[config.mk]
export PLATFORM = sky130hd
export DESIGN_NAME = slc3_mem_arbiter
export DESIGN_NICKNAME = d
export VERILOG_FILES = /design/src/rtl/slc3_mem_arbiter.sv
export SDC_FILE = /design/constraint.sdc
export NUM_CORES = 1
export LEC_CHECK = 0
export CORE_MARGIN = 2
export CORE_UTILIZATION = 38
export DETAILED_ROUTE_END_ITERATION = 12
export MAX_ROUTING_LAYER = met4
export PLACE_DENSITY = 0.84
export SYNTH_ARGS = -nofsm -noshare
export SYNTH_HDL_FRONTEND = slang
export SYNTH_SLANG_ARGS = --single-unit
[constraint.sdc]
create_clock -name Clk -period 1.6 [get_ports Clk]
set_input_delay 0.16 -clock Clk [delete_from_list [all_inputs] [get_ports Clk]]
set_output_delay 0.16 -clock Clk [all_outputs]
set_load 0.005 [all_outputs]
[src/rtl/slc3_mem_arbiter.sv]
// Purpose: shares one SRAM between the CPU port and the loader/debug port, round-robin on ties.
// Latency: mem_ce held LATENCY cycles; the ack pulses LATENCY edges after the request is sampled.
// Backpressure: requesters hold req until ack; while busy, requests wait and are arbitrated at the next IDLE edge.
module slc3_mem_arbiter #(
    parameter int ADDR_W  = 16,
    parameter int DATA_W  = 16,
    parameter int LATENCY = 2
) (
    input  logic              Clk,
    input  logic              Reset,
    input  logic              cpu_req,
    input  logic              cpu_we,
    input  logic [ADDR_W-1:0] cpu_addr,
    input  logic [DATA_W-1:0] cpu_wdata,
    output logic              cpu_ack,
    input  logic              ldr_req,
    input  logic              ldr_we,
    input  logic [ADDR_W-1:0] ldr_addr,
    input  logic [DATA_W-1:0] ldr_wdata,
    output logic              ldr_ack,
    output logic [DATA_W-1:0] rdata,
    output logic              busy,
    output logic              grant_ldr,
    output logic              mem_ce,
    output logic              mem_we,
    output logic [ADDR_W-1:0] mem_addr,
    output logic [DATA_W-1:0] mem_wdata,
    input  logic [DATA_W-1:0] mem_rdata
);

    typedef enum logic [1:0] {
        IDLE   = 2'd0,
        ACCESS = 2'd1,
        DONE   = 2'd2
    } state_t;

    // The counter loads LATENCY-1 at grant, so a 4-bit counter covers the 1..15 range.
    localparam logic [3:0] CNT_INIT = 4'(LATENCY - 1);

    state_t            state_q, state_d;
    logic [3:0]        cnt_q, cnt_d;
    logic              mem_ce_q, mem_ce_d;
    logic              mem_we_q, mem_we_d;
    logic [ADDR_W-1:0] mem_addr_q, mem_addr_d;
    logic [DATA_W-1:0] mem_wdata_q, mem_wdata_d;
    logic [DATA_W-1:0] rdata_q, rdata_d;
    logic              grant_ldr_q, grant_ldr_d;
    logic              last_grant_q, last_grant_d;   // 1 = loader won the last arbitration
    logic              pick_ldr;

    // Arbitration: a lone requester wins; on a tie the side that did not win last time goes.
    always_comb begin
        pick_ldr = ldr_req && (!cpu_req || !last_grant_q);
    end

    // Next-state and datapath: latch the winner at grant, count down the access, capture at the end.
    always_comb begin
        state_d      = state_q;
        cnt_d        = cnt_q;
        mem_ce_d     = mem_ce_q;
        mem_we_d     = mem_we_q;
        mem_addr_d   = mem_addr_q;
        mem_wdata_d  = mem_wdata_q;
        rdata_d      = rdata_q;
        grant_ldr_d  = grant_ldr_q;
        last_grant_d = last_grant_q;
        unique case (state_q)
            IDLE: begin
                if (cpu_req || ldr_req) begin
                    state_d      = ACCESS;
                    cnt_d        = CNT_INIT;
                    mem_ce_d     = 1'b1;
                    mem_we_d     = pick_ldr ? ldr_we    : cpu_we;
                    mem_addr_d   = pick_ldr ? ldr_addr  : cpu_addr;
                    mem_wdata_d  = pick_ldr ? ldr_wdata : cpu_wdata;
                    grant_ldr_d  = pick_ldr;
                    last_grant_d = pick_ldr;
                end
            end
            ACCESS: begin
                if (cnt_q != 4'd0) begin
                    cnt_d = cnt_q - 4'd1;
                end else begin
                    // Writes return zero so a stale read value never looks like write data.
                    rdata_d  = mem_we_q ? '0 : mem_rdata;
                    mem_ce_d = 1'b0;
                    mem_we_d = 1'b0;
                    state_d  = DONE;
                end
            end
            DONE: begin
                state_d = IDLE;
            end
            default: begin
                state_d = IDLE;
            end
        endcase
    end

    // State register with synchronous reset; the loader is marked as last winner so the CPU takes the first tie.
    always_ff @(posedge Clk) begin
        if (Reset) begin
            state_q      <= IDLE;
            cnt_q        <= 4'd0;
            mem_ce_q     <= 1'b0;
            mem_we_q     <= 1'b0;
            mem_addr_q   <= '0;
            mem_wdata_q  <= '0;
            rdata_q      <= '0;
            grant_ldr_q  <= 1'b0;
            last_grant_q <= 1'b1;
        end else begin
            state_q      <= state_d;
            cnt_q        <= cnt_d;
            mem_ce_q     <= mem_ce_d;
            mem_we_q     <= mem_we_d;
            mem_addr_q   <= mem_addr_d;
            mem_wdata_q  <= mem_wdata_d;
            rdata_q      <= rdata_d;
            grant_ldr_q  <= grant_ldr_d;
            last_grant_q <= last_grant_d;
        end
    end

    assign cpu_ack   = (state_q == DONE) && !grant_ldr_q;
    assign ldr_ack   = (state_q == DONE) &&  grant_ldr_q;
    assign busy      = (state_q != IDLE);
    assign grant_ldr = grant_ldr_q;
    assign mem_ce    = mem_ce_q;
    assign mem_we    = mem_we_q;
    assign mem_addr  = mem_addr_q;
    assign mem_wdata = mem_wdata_q;
    assign rdata     = rdata_q;

endmodule

==> summary.md <==
| Metric | Value |
|---|---|
| Via density | `5.27` |
| Row count | `29` |
| DRT iter0 DRCs | `156` |
| Clk root buf | `clkbuf_8` |
| CP Capture Type | `primary output` |
| Fin nets | `465` |
| Post CTS Setup Buffer Count | `0` |
| Worst-path fanout max | `6` |
| ANT cells | `0` |
| Hold-fix buffers, CTS | `0` |
| Via count | `2418` |
| Die area | `7120 µm²` |
| Post-synthesis sequential area ratio | `47.3%` |
| Status | `complete, no violations` |
| Tightest Pin Transition | `367 ps` |
| IO buf count | `139` |
| Largest family of logic cells by synthesized area | `compound AO/OA/AOI/OAI gates` |
| Final design utilization | `66.3%` |
| Synth cell types | `33` |
| Post-Synth XOR/XNOR Area | `0%` |
| Rel. slew slack | `75.5%` |
| Min setup slack post-route | `33.6 ps` |
| Fmax | `638 MHz` |
| Startpoint Class | `flip-flop` |
| Max_cap viols | `0` |
| First-pass GRT wire length | `11400 µm` |
| Share of layout cells above drive strength 1 | `9.95%` |
| Pin count of the biggest net entering global routing | `34` |
| Compound-Gate Fraction of Synth Area | `22.8%` |
| FF-to-FF Start | `cnt_q[1]` |
| Power Density | `993 nW/µm²` |
| Most frequent cells in the layout | `clkdlybuf4s50_1 (138), dfxtp_1 (55), mux2i_1 (33), o2bb2ai_1 (32), a21oi_1 (20)` |
| Final antenna-violating net count | `0` |
| Final WL | `7260 µm` |
| WP data required | `1440 ps` |
| Routed wire length per instance | `15.8 µm` |
| Leakage power | `1.55 nW` |
| Post-Synth Adder-Cell Area | `1.02%` |
| Clock tree buffer depth | `2` |
| #FFs+latches synth | `58` |
| GP Congestion | `0.750` |
| Flop2flop setup slack | `50 ps` |
| Initial antenna violation count | `0` |
| DPL Wire Length | `5260 µm` |
| Worst Reg-to-Reg Cells | `5` |
| Area post-placement | `3970 µm²` |
| VDD IR max | `0.584 mV` |
| Final Power | `4.16 mW` |
| Mux contribution to synthesized area | `13.4%` |
| Fin area | `4190 µm²` |
| Clock Latency Late Sink | `340 ps` |
| First-pass detailed-route iteration total | `6` |
| Vias in the first global route | `2486` |
| # placed instances | `443` |
| Vert. Die Dim | `84.4 µm` |
| Core area | `6310 µm²` |
| Pre-CTS WS | `-10.7 ps` |
| Boundary pin count | `140` |
| Crit path time final | `1570 ps` |
| Drc violations | `0` |
| Die width | `84.4 µm` |
| Endpoints failing hold | `0` |
| Area Growth Syn to Fin | `70.4%` |
| Yosys warnings | `0` |
| Final cell count without fillers | `459` |
| Worst hold-check path type | `in -> reg` |
| Reg-to-Reg End | `cnt_q[1]` |
| GRT Util Overall | `20.8%` |
| GR Overflow Total | `0` |
| Simple-Gate Fraction of Synth Area | `9.93%` |
| CP startpoint | `state_q[0]` |
| Period Utilization, post-route | `97.9%` |
| Initial Util | `38.9%` |
| H-tree Lvls | `3` |
| Synth Instances | `237` |
| Crit path capture | `ldr_ack` |
| Cell area after synthesis | `2460 µm²` |
| Final setup violation count | `0` |
| Leading cell type in the layout, fill and taps excluded | `clkdlybuf4s50_1` |
| Synth Area per Inst | `10.4 µm²` |
| Unrepaired setup endpoints after global routing | `yes` |
| Mapped Nets | `325` |
| Sink Count | `58` |
| Num CTS Buffers | `9` |
| Arr. time, crit path | `1410 ps` |
| Clock Skews | `7.49 ps` |
| CTS clk-pin slew, worst paths | `60 ps` |
| CP Class | `reg -> out` |
| TritonCTS clock tree | `yes` |
| Final Max Slew Viols | `0` |
worst min path at each step:
stage | startpoint | to | slack, ps | depth (start not counted)
6_report | mem_rdata[7] | rdata[7] | 410 | 3
5_1_grt | mem_rdata[13] | rdata[13] | 410 | 3
4_1_cts | mem_rdata[7] | rdata[7] | 390 | 3
3_5_place_dp | mem_wdata[8] | mem_wdata[8] | 450 | 1
3_3_place_gp | mem_addr[0] | mem_addr[0] | 440 | 1
2_1_floorplan | mem_rdata[0] | rdata[0] | 330 | 2
layout make-up:
cell class	count	area, µm²
clock buffers	11	141
clock inverters	5	53.8
fillers	516	2130
inverters	5	18.8
multi-input cells	152	1180
flip-flops and latches	58	1170
well taps	77	96.3
repair buffers	151	1530
per-stage QoR:
| stage | hold slack [ps] | TNS [ps] |
|---|---|---|
| final | 411 | 0 |
| after global routing | 407 | -38.0 |
| after CTS | 392 | -12.0 |
| after detailed placement | 445 | -37.4 |
| after global placement | 444 | 0 |
| after floorplan | 328 | 0 |
cell usage after synthesis:
cell       instances  share of area, %
dfxtp_1           58                47
mux2i_1           33                13
o2bb2ai_1         32                11
a21oi_1           20               4.1
o21ai_0           19               3.9
nand4_1           11               2.8
buf_2             10               2.0
clkbuf_1           7               1.1
inv_1              5              0.76
nand4b_1           5               1.8
buf_4              4               1.2
nand2_1            4              0.61
a221o_1            2              0.82
ha_1               2               1.0
nand2b_1           2              0.51
nor2_1             2              0.31
nor2b_1            2              0.51
nor3_1             2              0.41
or3_1              2              0.51
or4_1              2              0.61
a21boi_0           1              0.31
a21o_1             1              0.31
a21oi_4            1              0.66
a22o_1             1              0.36
a31o_2             1              0.36
a31oi_1            1              0.25
and3b_1            1              0.36
buf_6              1              0.46
nor3b_1            1              0.31
nor3b_2            1              0.51
o32ai_1            1              0.36
or2_1              1              0.25
or3b_4             1              0.46
power by group:
| group | internal [mW] | total, mW | switching, mW | leakage [nW] |
|---|---|---|---|---|
| logic | 0.665 | 1.13 | 0.461 | 0.968 |
| registers | 1.60 | 1.70 | 0.0977 | 0.478 |
| clock network | 0.756 | 1.33 | 0.576 | 0.103 |
worst max-delay path, stage by stage, from the launching register on:
cell             delay, ps
dfxtp_2                360
and3b_1                230
clkdlybuf4s50_1        490
logic make-up (layout without fill, tap and decap cells):
logic type | after synthesis | after routing
fa+ha+maj | 2 | 2
mux | 33 | 33
buf+inv | 27 | 172
flops | 58 | 58
compound gates | 80 | 80
simple gates | 37 | 37
flip-flops by register name (all words and copies together), names as in the netlist:
register	count
rdata	16
mem_we	1
cnt_q	4
grant_ldr	1
last_grant_q	1
mem_ce	1
state_q	2
mem_wdata	16
mem_addr	16
layer usage:
metal / vias to the layer above / part of all wire (%) / GRT usage [%]
li1: 1174 / - / -
met1: 1141 / 43 / 23.7
met2: 86 / 49 / 33.1
met3: 17 / 5.5 / 5.51
met4: 0 / 2.6 / 11.4
met5: - / 0 / -
what timing repair did:
item	in CTS	in global routing
cloned	0	0
pin swaps	0	1
setup endpoints to repair	2	17
gates resized for setup	4	10
Note: power is estimated with default switching activity, not from simulation.
